--- config.mk ---
export PLATFORM = sky130hd
export DESIGN_NAME = brs_operand_loader
export DESIGN_NICKNAME = d
export VERILOG_FILES = /design/src/rtl/brs_operand_loader.sv
export SDC_FILE = /design/constraint.sdc
export NUM_CORES = 1
export LEC_CHECK = 0
export BUFFER_PORTS_ARGS = -buffer_cell sky130_fd_sc_hd__buf_2
export CORE_AREA = 10 10 95 55
export CTS_BUF_LIST = sky130_fd_sc_hd__clkbuf_4 sky130_fd_sc_hd__clkbuf_8
export DETAILED_ROUTE_END_ITERATION = 6
export DIE_AREA = 0 0 105 65
export PLACE_DENSITY = 0.66
export SKIP_LAST_GASP = 1
export SYNTH_ARGS = -nofsm -noshare
export SYNTH_HDL_FRONTEND = slang
export SYNTH_SLANG_ARGS = --single-unit
--- constraint.sdc ---
create_clock -name clk -period 2.6 [get_ports clk]
set_input_delay 0 -clock clk [delete_from_list [all_inputs] [get_ports clk]]
set_output_delay 0 -clock clk [all_outputs]
set_load 0.005 [all_outputs]
--- src/rtl/brs_operand_loader.sv ---
// Operand sequencer: assembles byte pairs from a valid/ready byte stream into
// A/B operands for the XOR/AND stage, drops stale A on timeout, counts pairs.
module brs_operand_loader #(
    parameter int unsigned TIMEOUT = 255,
    parameter int unsigned CNT_W   = 8
) (
    input  logic             clk,
    input  logic             rst,
    input  logic [7:0]       in_data,
    input  logic             in_valid,
    output logic             in_ready,
    output logic [7:0]       op_a,
    output logic [7:0]       op_b,
    output logic             op_valid,
    input  logic             op_ready,
    output logic             timeout_err,
    output logic [CNT_W-1:0] pair_count
);

    localparam int unsigned TMR_W = $clog2(TIMEOUT + 1);

    typedef enum logic [1:0] {
        LOAD_A  = 2'd0,
        LOAD_B  = 2'd1,
        PRESENT = 2'd2
    } state_e;

    state_e             state_q, state_d;
    logic [7:0]         op_a_q, op_a_d;
    logic [7:0]         op_b_q, op_b_d;
    logic [TMR_W-1:0]   timer_q, timer_d;
    logic               timeout_err_q, timeout_err_d;
    logic [CNT_W-1:0]   pair_count_q, pair_count_d;

    always_ff @(posedge clk or posedge rst) begin
        if (rst) begin
            state_q       <= LOAD_A;
            op_a_q        <= 8'h00;
            op_b_q        <= 8'h00;
            timer_q       <= '0;
            timeout_err_q <= 1'b0;
            pair_count_q  <= '0;
        end else begin
            state_q       <= state_d;
            op_a_q        <= op_a_d;
            op_b_q        <= op_b_d;
            timer_q       <= timer_d;
            timeout_err_q <= timeout_err_d;
            pair_count_q  <= pair_count_d;
        end
    end

    always_comb begin
        state_d       = state_q;
        op_a_d        = op_a_q;
        op_b_d        = op_b_q;
        timer_d       = timer_q;
        timeout_err_d = 1'b0;
        pair_count_d  = pair_count_q;

        case (state_q)
            LOAD_A: begin
                if (in_valid) begin
                    op_a_d  = in_data;
                    timer_d = '0;
                    state_d = LOAD_B;
                end
            end
            LOAD_B: begin
                if (in_valid) begin
                    // A byte on the expiry cycle still completes the pair
                    op_b_d  = in_data;
                    state_d = PRESENT;
                end else begin
                    if (timer_q == TMR_W'(TIMEOUT - 1)) begin
                        state_d       = LOAD_A;
                        timeout_err_d = 1'b1;
                    end
                    if (timer_q != TMR_W'(TIMEOUT)) begin
                        timer_d = timer_q + TMR_W'(1);
                    end
                end
            end
            PRESENT: begin
                if (op_ready) begin
                    state_d      = LOAD_A;
                    pair_count_d = pair_count_q + CNT_W'(1);
                end
            end
            default: state_d = LOAD_A;
        endcase
    end

    assign in_ready    = (state_q != PRESENT);
    assign op_valid    = (state_q == PRESENT);
    assign op_a        = op_a_q;
    assign op_b        = op_b_q;
    assign timeout_err = timeout_err_q;
    assign pair_count  = pair_count_q;

endmodule

=== Yosys cells after proc, flatten, opt, wreduce, memory -nomap -nowiden ===
Cells that the tools add are included.

* $add $sub $neg: 2
* Eq/ne operators: 10
* Mux-type cells: 12
* Reductions and logical operators: 7

{| class="wikitable"
|+ Operators by type and width
! operator !! count
|-
| two-way mux 8 bit || 3
|-
| adder 8 x 1 -> 8 bit, second input constant || 2
|-
| one-hot mux 8 bit (2 select lines) || 1
|-
| == test 8 bit, second input constant || 1
|-
| two-way mux 2 bit || 4
|-
| != test 2 bit, second input constant || 4
|-
| != test 8 bit, second input constant || 1
|-
| one-hot mux 2 bit (3 select lines) || 1
|-
| AND reduction 2 bit || 3
|-
| AND reduction 4 bit || 1
|-
| two-way mux 1 bit || 3
|-
| != test 3 bit, second input constant || 1
|-
| AND reduction 3 bit || 1
|-
| == test 2 x 1 -> 1 bit, second input constant || 1
|-
| == test 2 bit, second input constant || 1
|-
| zero test 2 bit || 1
|-
| != test 2 x 1 -> 1 bit, second input constant || 1
|-
| nonzero test 2 bit || 1
|}

* Flip-flop bits (word level): 35
* Input bits: 12
* Output and inout port bits: 27
* Word-level logic and storage cells: 37

=== Depth between registers and ports, before layout ===
Gate-level depths: netlist of run 1.

* Depth in word-level cells: 4
* Gate-level depth with buffers: 5
* Mapped depth without buffers: 5

=== Worst setup path after synthesis of run 1 ===
No wires, ideal clock.

* Kind: reg2reg
* Start: register state_q[1]
* End: register timer_q[7]
* Setup time: 0.087 ns
* Data arrival time: 1.491 ns
* Data required time: 2.513 ns
* Path slack: 1.023 ns
* Cell stages (with the launch flop): 5
* Buffers on the path: 1
* Clock period less this slack: 1.577 ns
* Path through: dfrtp_1 > or3b_1 > clkbuf_2 > or4_1 > o211ai_1

* Longest elaborated chain between the ends: 3
* Elaborated cells between the ends (all ways): 8
* Those cells by class: eq/ne: 4; mux: 1; reduce/logical: 3

{| class="wikitable"
|+ RTL lines
! item !! line !! source
|-
| from (decl) || 28 || <nowiki>state_e state_q, state_d;</nowiki>
|-
| from (signal assigned) || 44 || <nowiki>state_q <= state_d;</nowiki>
|-
| == test 2 x 1 -> 1 bit / zero test 2 bit (equally long branches) || 61 || <nowiki>case (state_q)</nowiki>
|-
| != test 2 bit (no source line) / nonzero test 2 bit (equally long branches) || -- ||
|-
| AND reduction 4 bit (no source line) || -- ||
|-
| to (signal assigned) || 47 || <nowiki>timer_q <= timer_d;</nowiki>
|-
| to (decl) || 31 || <nowiki>logic [TMR_W-1:0] timer_q, timer_d;</nowiki>
|}

Several ways; a longest one is shown, not always the timed one.
A chain may end at the register's enable or synchronous reset.

=== Worst setup path after layout of run 1 ===
* Start: register state_q[1]
* End: register timer_q[5]

Same word-level chain as after synthesis.

==> impl_metrics.py, run 1 <==
metrics = {
    "yosys": {
        "synth_edf_count": 0,
        "ys.flop_type": "dfrtp_1",
        "async_flop_share_pct": 100.0,
        "yosysUniqueCellTypes": 34,
        "avgSynthCellArea_um2": 11.98,
        "synth_top_cell_by_area": "dfrtp_1",
        "synthCells": 132,
        "yosysWarnings": 0,
        "synth_area_leaders": "dfrtp_1 (55%), mux2_2 (12%), o211ai_1 (3.3%), inv_1 (2.8%), xor2_1 (2.8%)",
        "yosysMostFrequentCell": "dfrtp_1",
        "synth_nets": 147,
        "syn-cell-area_um2": 1582,
        "ys_seq_elements": 35,
        "ys_seq_area_share_pct": 55.38,
        "ys_top_cells_by_count": "dfrtp_1 (35), mux2_2 (17), inv_1 (12), o211ai_1 (7), nand2_1 (6)",
        "synth_top_area_share_pct": 55.38,
    },
    "worst_setup_path": {
        "cp_data_required_time_ns": 2.80,
        "worst-setup-path-type": "reg -> reg",
        "critPathSlowestCell": "or4_1",
        "r2r.worst_path.cells": 3,
        "rr_startpoint": "state_q[1]",
        "reg2reg_to": "timer_q[5]",
        "crit_path_max_fanout": 8,
        "cp-start-kind": "flop",
        "cp.arrival_ns": 1.89,
        "path_cells": "or3b_1 > or4_1 > o211ai_1",
        "r2r_slack_ns": 0.91,
        "crit_path_end_kind": "flop",
        "path_delay_family": "simple AND/OR/NAND/NOR gates",
        "cpPeakStageDelay_ns": 0.53,
        "worst-path-buf-inv": 0,
    },
    "routing": {
        "drtAntennaViolNets": 0,
        "viasPerCell": 4.996,
        "firstDrtPassIters": 4,
        "drc": 0,
        "avgRoutedWirePerCell_um": 15.53,
        "vias": 1204,
        "wirelength_mm": 3.743,
        "drt_iter0_markers": 71,
    },
    "global_routing": {
        "antenna_found_initial": 0,
        "grt_overflow": 0,
        "grt_pass1_vias": 1284,
        "grt_max_degree": 36,
        "grt_pass1_wl_mm": 6.417,
        "grt_usage_pct": 11.57,
    },
    "timing": {
        "final_hold_viol_count": 0,
        "rsz0062_at_grt": "false",
        "max_freq_mhz": 590.4,
        "finalSetupViolCount": 0,
        "drv_slew": 0,
        "whs_ns": 0.1334,
        "maxSlewHeadroom_pct": 52.95,
        "skew_ns": 0.007844,
        "worst_pin_slew_ns": 0.7042,
        "fin_crit_ns": 1.694,
        "fin_crit_sh_pct": 65.15,
        "setup_tns_ns": 0,
    },
    "power_and_ir_drop": {
        "p_int_mw": 1.480,
        "switching_share_pct": 30.85,
        "peakVddDrop_uv": 388.0,
        "p_switching_uw": 660.1,
        "powerDensity_nw_per_um2": 1033,
        "power_frac_seq_pct": 42.2,
        "power.share.clock_pct": 26.7,
        "p_comb_share_pct": 31.1,
        "p_leak_nw": 0.9727,
    },
    "floorplan": {
        "dieHeight_um": 65,
        "core-area_um2": 3684,
        "die_area_um2": 6825,
        "initial_utilization_pct": 42.93,
        "ios": 39,
        "dieWidth_um": 105,
        "rows": 16,
    },
    "flow_run": {
        "drv_cap": 0,
    },
    "place": {
        "hpwl_mm": 2.787,
        "dpl-instance-area_um2": 1834,
        "portBuffers": 38,
        "place_congestion": 0.8692,
    },
    "min_path": {
        "hp-class": "in -> reg",
        "holdPathStages": 4,
        "min_from": "in_valid",
        "worstHoldEndpoint": "timer_q[4]",
    },
    "clock_network": {
        "cts_htree_levels": 2,
        "cts.path.max_buffers": 2,
        "cts_tree": "built",
        "clock_sinks": 35,
        "cts.repair.resized": 0,
        "cts-buffers-inserted": 5,
        "cts.root.buffer_cell": "clkbuf_8",
        "path_clk_slew_ns": 0.07,
        "clk-insertion-delay-late_ns": 0.28,
    },
    "finish": {
        "antenna_cells": 0,
        "syn_to_final_growth_pct": 30.93,
        "final_area_um2": 2071,
        "drive_gt1_share_pct": 34.76,
        "final_nets": 201,
        "fillerInstances": 321,
    },
    "status": {
        "outcome": "complete, no violations",
    },
}
[stage by stage]
step / instances / worst slack (ns) / utilization, % / power (mW)
global placement: 223 / 1.001 / 49.80 / 1.526
detailed placement: 223 / 0.9458 / 49.80 / 1.574
floorplan: 132 / 1.023 / - / 1.276
finish: 241 / 0.9062 / 56.22 / 2.140
CTS: 241 / 0.9291 / 56.22 / 2.176
global route: 241 / 0.7706 / 56.22 / 2.303
[worst max-delay path by stage]
stage | startpoint | endpoint | slack, ns | cells after the start
3_5_place_dp | state_q[1] | timer_q[7] | 0.95 | 3
5_1_grt | state_q[0] | timer_q[0] | 0.77 | 3
4_1_cts | state_q[1] | timer_q[5] | 0.93 | 3
2_1_floorplan | state_q[1] | timer_q[7] | 1.02 | 4
6_report | state_q[1] | timer_q[5] | 0.91 | 3
3_3_place_gp | state_q[1] | timer_q[7] | 1.00 | 3
[area by class of cell]
type	instances	area, um2	share of cell area (%)
multi-input combinational	82	640.6	30.94
inverter	12	45.04	2.175
clock buffer	5	68.82	3.323
timing repair buffer	50	305.3	14.74
tap	54	67.56	3.263
clock inverter	3	67.56	3.263
sequential	35	875.8	42.30
[cells in the final DEF (no fill, tap or decap)]
| master | count |
|---|---|
| a211o_1 | 1 |
| a21oi_1 | 2 |
| a22oi_1 | 1 |
| and3_1 | 1 |
| and4_1 | 2 |
| buf_2 | 38 |
| buf_4 | 2 |
| bufinv_16 | 2 |
| clkbuf_8 | 5 |
| clkinvlp_4 | 1 |
| dfrtp_1 | 35 |
| dlygate4sd3_1 | 10 |
| ha_1 | 3 |
| inv_1 | 12 |
| mux2_2 | 17 |
| mux2i_1 | 2 |
| nand2_1 | 6 |
| nand2b_1 | 1 |
| nand3_1 | 3 |
| nand3b_1 | 1 |
| nand4_1 | 4 |
| nand4b_1 | 1 |
| nor2_1 | 4 |
| nor2b_1 | 1 |
| nor3_1 | 3 |
| nor3b_1 | 2 |
| nor4_1 | 2 |
| o211a_1 | 1 |
| o211ai_1 | 7 |
| o21a_1 | 1 |
| o21ai_0 | 3 |
| o21bai_1 | 1 |
| o22ai_1 | 1 |
| or3b_1 | 1 |
| or4_1 | 2 |
| xnor2_1 | 3 |
| xor2_1 | 5 |
[state kept, by name, summed over array words and instances, names as in the netlist]
register / cells
timer_q: 8
op_a: 8
op_b: 8
timeout_err: 1
state_q: 2
pair_count: 8
[worst reg2reg max path, stage by stage, from the launching register on]
cell	delay (ns)
dfrtp_1	0.46
or3b_1	0.52
or4_1	0.53
o211ai_1	0.09
[metal layers]
layer | global-route usage (%) | share of wire (%)
met4 | 5.782 | 1.1
met2 | 18.56 | 49
met5 | 0 | 0
met1 | 13.39 | 42
met3 | 4.536 | 7.2
[power by group through the flow]
stage / sequential, mW / combinational (mW) / clock [mW]
global placement: 0.885 / 0.641 / 0
detailed placement: 0.909 / 0.665 / 0
floorplan: 0.890 / 0.386 / 0
global route: 0.938 / 0.751 / 0.614
finish: 0.903 / 0.665 / 0.572
CTS: 0.901 / 0.681 / 0.594
[cell families (layout without fill, tap and decap cells)]
| group | Yosys count | after routing | synth area share [%] |
|---|---|---|---|
| buffers and inverters | 15 | 70 | 4.113 |
| AND/OR/NAND/NOR | 34 | 34 | 12.42 |
| flip-flops | 35 | 35 | 55.38 |
| AO/OA/AOI/OAI | 18 | 18 | 7.912 |
| XOR/XNOR | 8 | 8 | 4.431 |
| multiplexers | 19 | 19 | 13.37 |
| adder cells (fa/ha/maj) | 3 | 3 | 2.374 |
[repair_timing]
action,CTS,global route
buffers inserted,0,0
hold buffers,10,0
hold endpoints to repair,52,0
endpoints found under the setup margin,0,0
Power figures use the tool's default switching activity.
==> run 2: changes to the inputs <==
--- a/config.mk
+++ b/config.mk
@@ -10,7 +10,7 @@
 export CTS_BUF_LIST = sky130_fd_sc_hd__clkbuf_4 sky130_fd_sc_hd__clkbuf_8
 export DETAILED_ROUTE_END_ITERATION = 6
 export DIE_AREA = 0 0 105 65
-export PLACE_DENSITY = 0.66
+export PLACE_DENSITY = 0.69
 export SKIP_LAST_GASP = 1
 export SYNTH_ARGS = -nofsm -noshare
 export SYNTH_HDL_FRONTEND = slang
==> constraint.sdc (replaced) <==
create_clock -name clk -period 1.4 [get_ports clk]
set_input_delay 0 -clock clk [delete_from_list [all_inputs] [get_ports clk]]
set_output_delay 0 -clock clk [all_outputs]
set_load 0.005 [all_outputs]
==> run 2 against run 1 <==
Compared with the run above: largest power group unchanged; power increased by 100%; first-iteration DRC count decreased by 15%; largest cell class unchanged; global-route usage increased by 0.82 points; critical endpoint unchanged; sequential cell count unchanged; critical path depth unchanged; via count increased by 7.6%; wire length increased by 11%; sequential share of layout area decreased by 4.3 points; clock-buffer cell count unchanged; maximum frequency increased by 18%; worst hold slack got worse by 0.070 ns; highest routed layer unchanged; the run now ends with setup timing left; final cell count increased by 8.7%.
==> impl_metrics.py, run 2 (same netlist as run 1, synthesis figures left out) <==
metrics = {
    "power_and_ir_drop": {
        "peakVddDrop_uv": 829.1,
        "p_leak_nw": 1.102,
        "powerDensity_nw_per_um2": 1875,
        "total_power_mw": 4.327,
    },
    "worst_setup_path": {
        "reg2reg_to": "timer_q[5]",
        "crit_path_max_fanout": 4,
        "crit_start": "state_q[1]",
        "r2r.worst_path.cells": 3,
        "r2r_slack_ns": -0.04,
        "rr_startpoint": "state_q[1]",
        "cp_data_required_time_ns": 1.61,
        "crit_path_end_kind": "flop",
        "cp-start-kind": "flop",
        "cp.arrival_ns": 1.64,
        "worst-setup-path-type": "reg -> reg",
        "cp-endpoint": "timer_q[5]",
    },
    "finish": {
        "final_cell_mix": "buf_2 (38), dfrtp_1 (34), buf_4 (20)",
        "final_area_um2": 2308,
        "fillerInstances": 307,
        "final_common_cell": "buf_2",
        "multiInputGateArea_um2": 708.2,
        "antenna_cells": 0,
        "final_nets": 222,
        "syn_to_final_growth_pct": 45.96,
        "drive_gt1_share_pct": 48.08,
        "seqCellArea_um2": 877.1,
    },
    "clock_network": {
        "clock_sinks": 35,
        "cts-buffers-inserted": 5,
        "clk-insertion-delay-late_ns": 0.29,
        "path_clk_slew_ns": 0.07,
        "cts.root.buffer_cell": "clkbuf_8",
        "cts.path.max_buffers": 2,
        "cts_htree_levels": 2,
        "cts_tree": "built",
    },
    "global_routing": {
        "grt_util_met1_pct": 14.27,
        "grt_use_met2_pct": 20.42,
        "grt_max_degree": 36,
        "grt_usage_pct": 12.39,
        "gr-usage-met3_pct": 3.649,
        "grt_pass1_wl_mm": 6.824,
        "grt_overflow": 0,
        "grt_pass1_vias": 1389,
        "top_usage_layer": "met2",
        "antenna_found_initial": 0,
    },
    "timing": {
        "maxSlewHeadroom_pct": 70.96,
        "max_freq_mhz": 696.6,
        "whs_ns": 0.06326,
        "finalSetupViolCount": 2,
        "skew_ns": 0.004220,
        "drv_slew": 0,
        "final_hold_viol_count": 0,
        "rsz0062_at_grt": "true",
        "worst_pin_slew_ns": 0.4356,
        "setup_slack_ns": -0.03554,
        "fin_crit_sh_pct": 102.5,
        "fin_crit_ns": 1.436,
    },
    "routing": {
        "drt_iter0_markers": 60,
        "firstDrtPassIters": 4,
        "wirelength_mm": 4.144,
        "drc": 0,
        "drtAntennaViolNets": 0,
        "avgRoutedWirePerCell_um": 15.82,
        "viasPerCell": 4.943,
        "vias": 1295,
    },
    "floorplan": {
        "ios": 39,
        "rows": 16,
        "dieHeight_um": 65,
        "dieWidth_um": 105,
        "core-area_um2": 3684,
        "die_area_um2": 6825,
        "initial_utilization_pct": 42.93,
    },
    "status": {
        "outcome": "complete, but fails checks",
        "failed_checks": "setup timing",
    },
    "flow_run": {
        "drv_cap": 0,
    },
    "place": {
        "place_congestion": 0.9021,
        "portBuffers": 38,
        "hpwl_mm": 3.028,
        "dpl-instance-area_um2": 1962,
    },
    "min_path": {
        "holdPathStages": 3,
        "hp-class": "in -> reg",
    },
}
run 2: cell type report:
cell class	instances	area share [%]
Clock inverter	3	2.927
Clock buffer	5	2.981
Multi-Input combinational cell	82	30.68
Inverter	12	1.951
Sequential cell	35	37.99
Tap cell	54	2.927
Timing Repair Buffer	71	20.54
run 2: worst min-delay path by stage:
| stage | startpoint | end | slack (ns) |
|---|---|---|---|
| 2_1_floorplan | op_ready | state_q[1] | 0.11 |
| 3_3_place_gp | rst | op_a[2] | 0.11 |
| 3_5_place_dp | rst | op_a[5] | 0.13 |
| 4_1_cts | in_valid | state_q[1] | 0.05 |
| 5_1_grt | in_valid | state_q[1] | 0.1 |
| 6_report | in_valid | state_q[1] | 0.06 |
run 2: routing by layer:
layer	share of wire, %	vias up
met5	0	-
met4	1.9	0
met3	5.6	6
met2	49	41
met1	44	630
li1	-	618
run 2: what timing repair did:
action,CTS,global route
setup buffers,3,1
endpoints found under the hold margin,52,0
gates resized for setup,3,16
pin swaps,2,3
endpoints found under the setup margin,7,20
hold buffers,10,0
run 2: through the flow:
stage | setup WS, ns | util (%) | cells | setup TNS, ns
floorplan | -0.04947 | - | 132 | -0.09889
global placement | 0.02264 | 53.26 | 240 | 0
detailed placement | -0.05029 | 53.26 | 240 | -0.08696
CTS | -0.01531 | 60.67 | 261 | -0.02249
global route | -0.06128 | 62.67 | 262 | -0.2154
finish | -0.03554 | 62.67 | 262 | -0.04818
run 2: critical path: stages (launching register included):
cell and delay, ns:
dfrtp_1 0.42, or3b_4 0.42, or4_4 0.43, o211ai_1 0.09
run 2: report_power, final:
group / internal [mW] / total (mW) / switching, mW / leakage [nW]
Sequential: 1.38 / 1.63 / 0.259 / 0.437
Combinational: 0.889 / 1.61 / 0.725 / 0.601
Clock: 0.710 / 1.08 / 0.369 / 0.0644
Total: 2.97 / 4.33 / 1.35 / 1.10
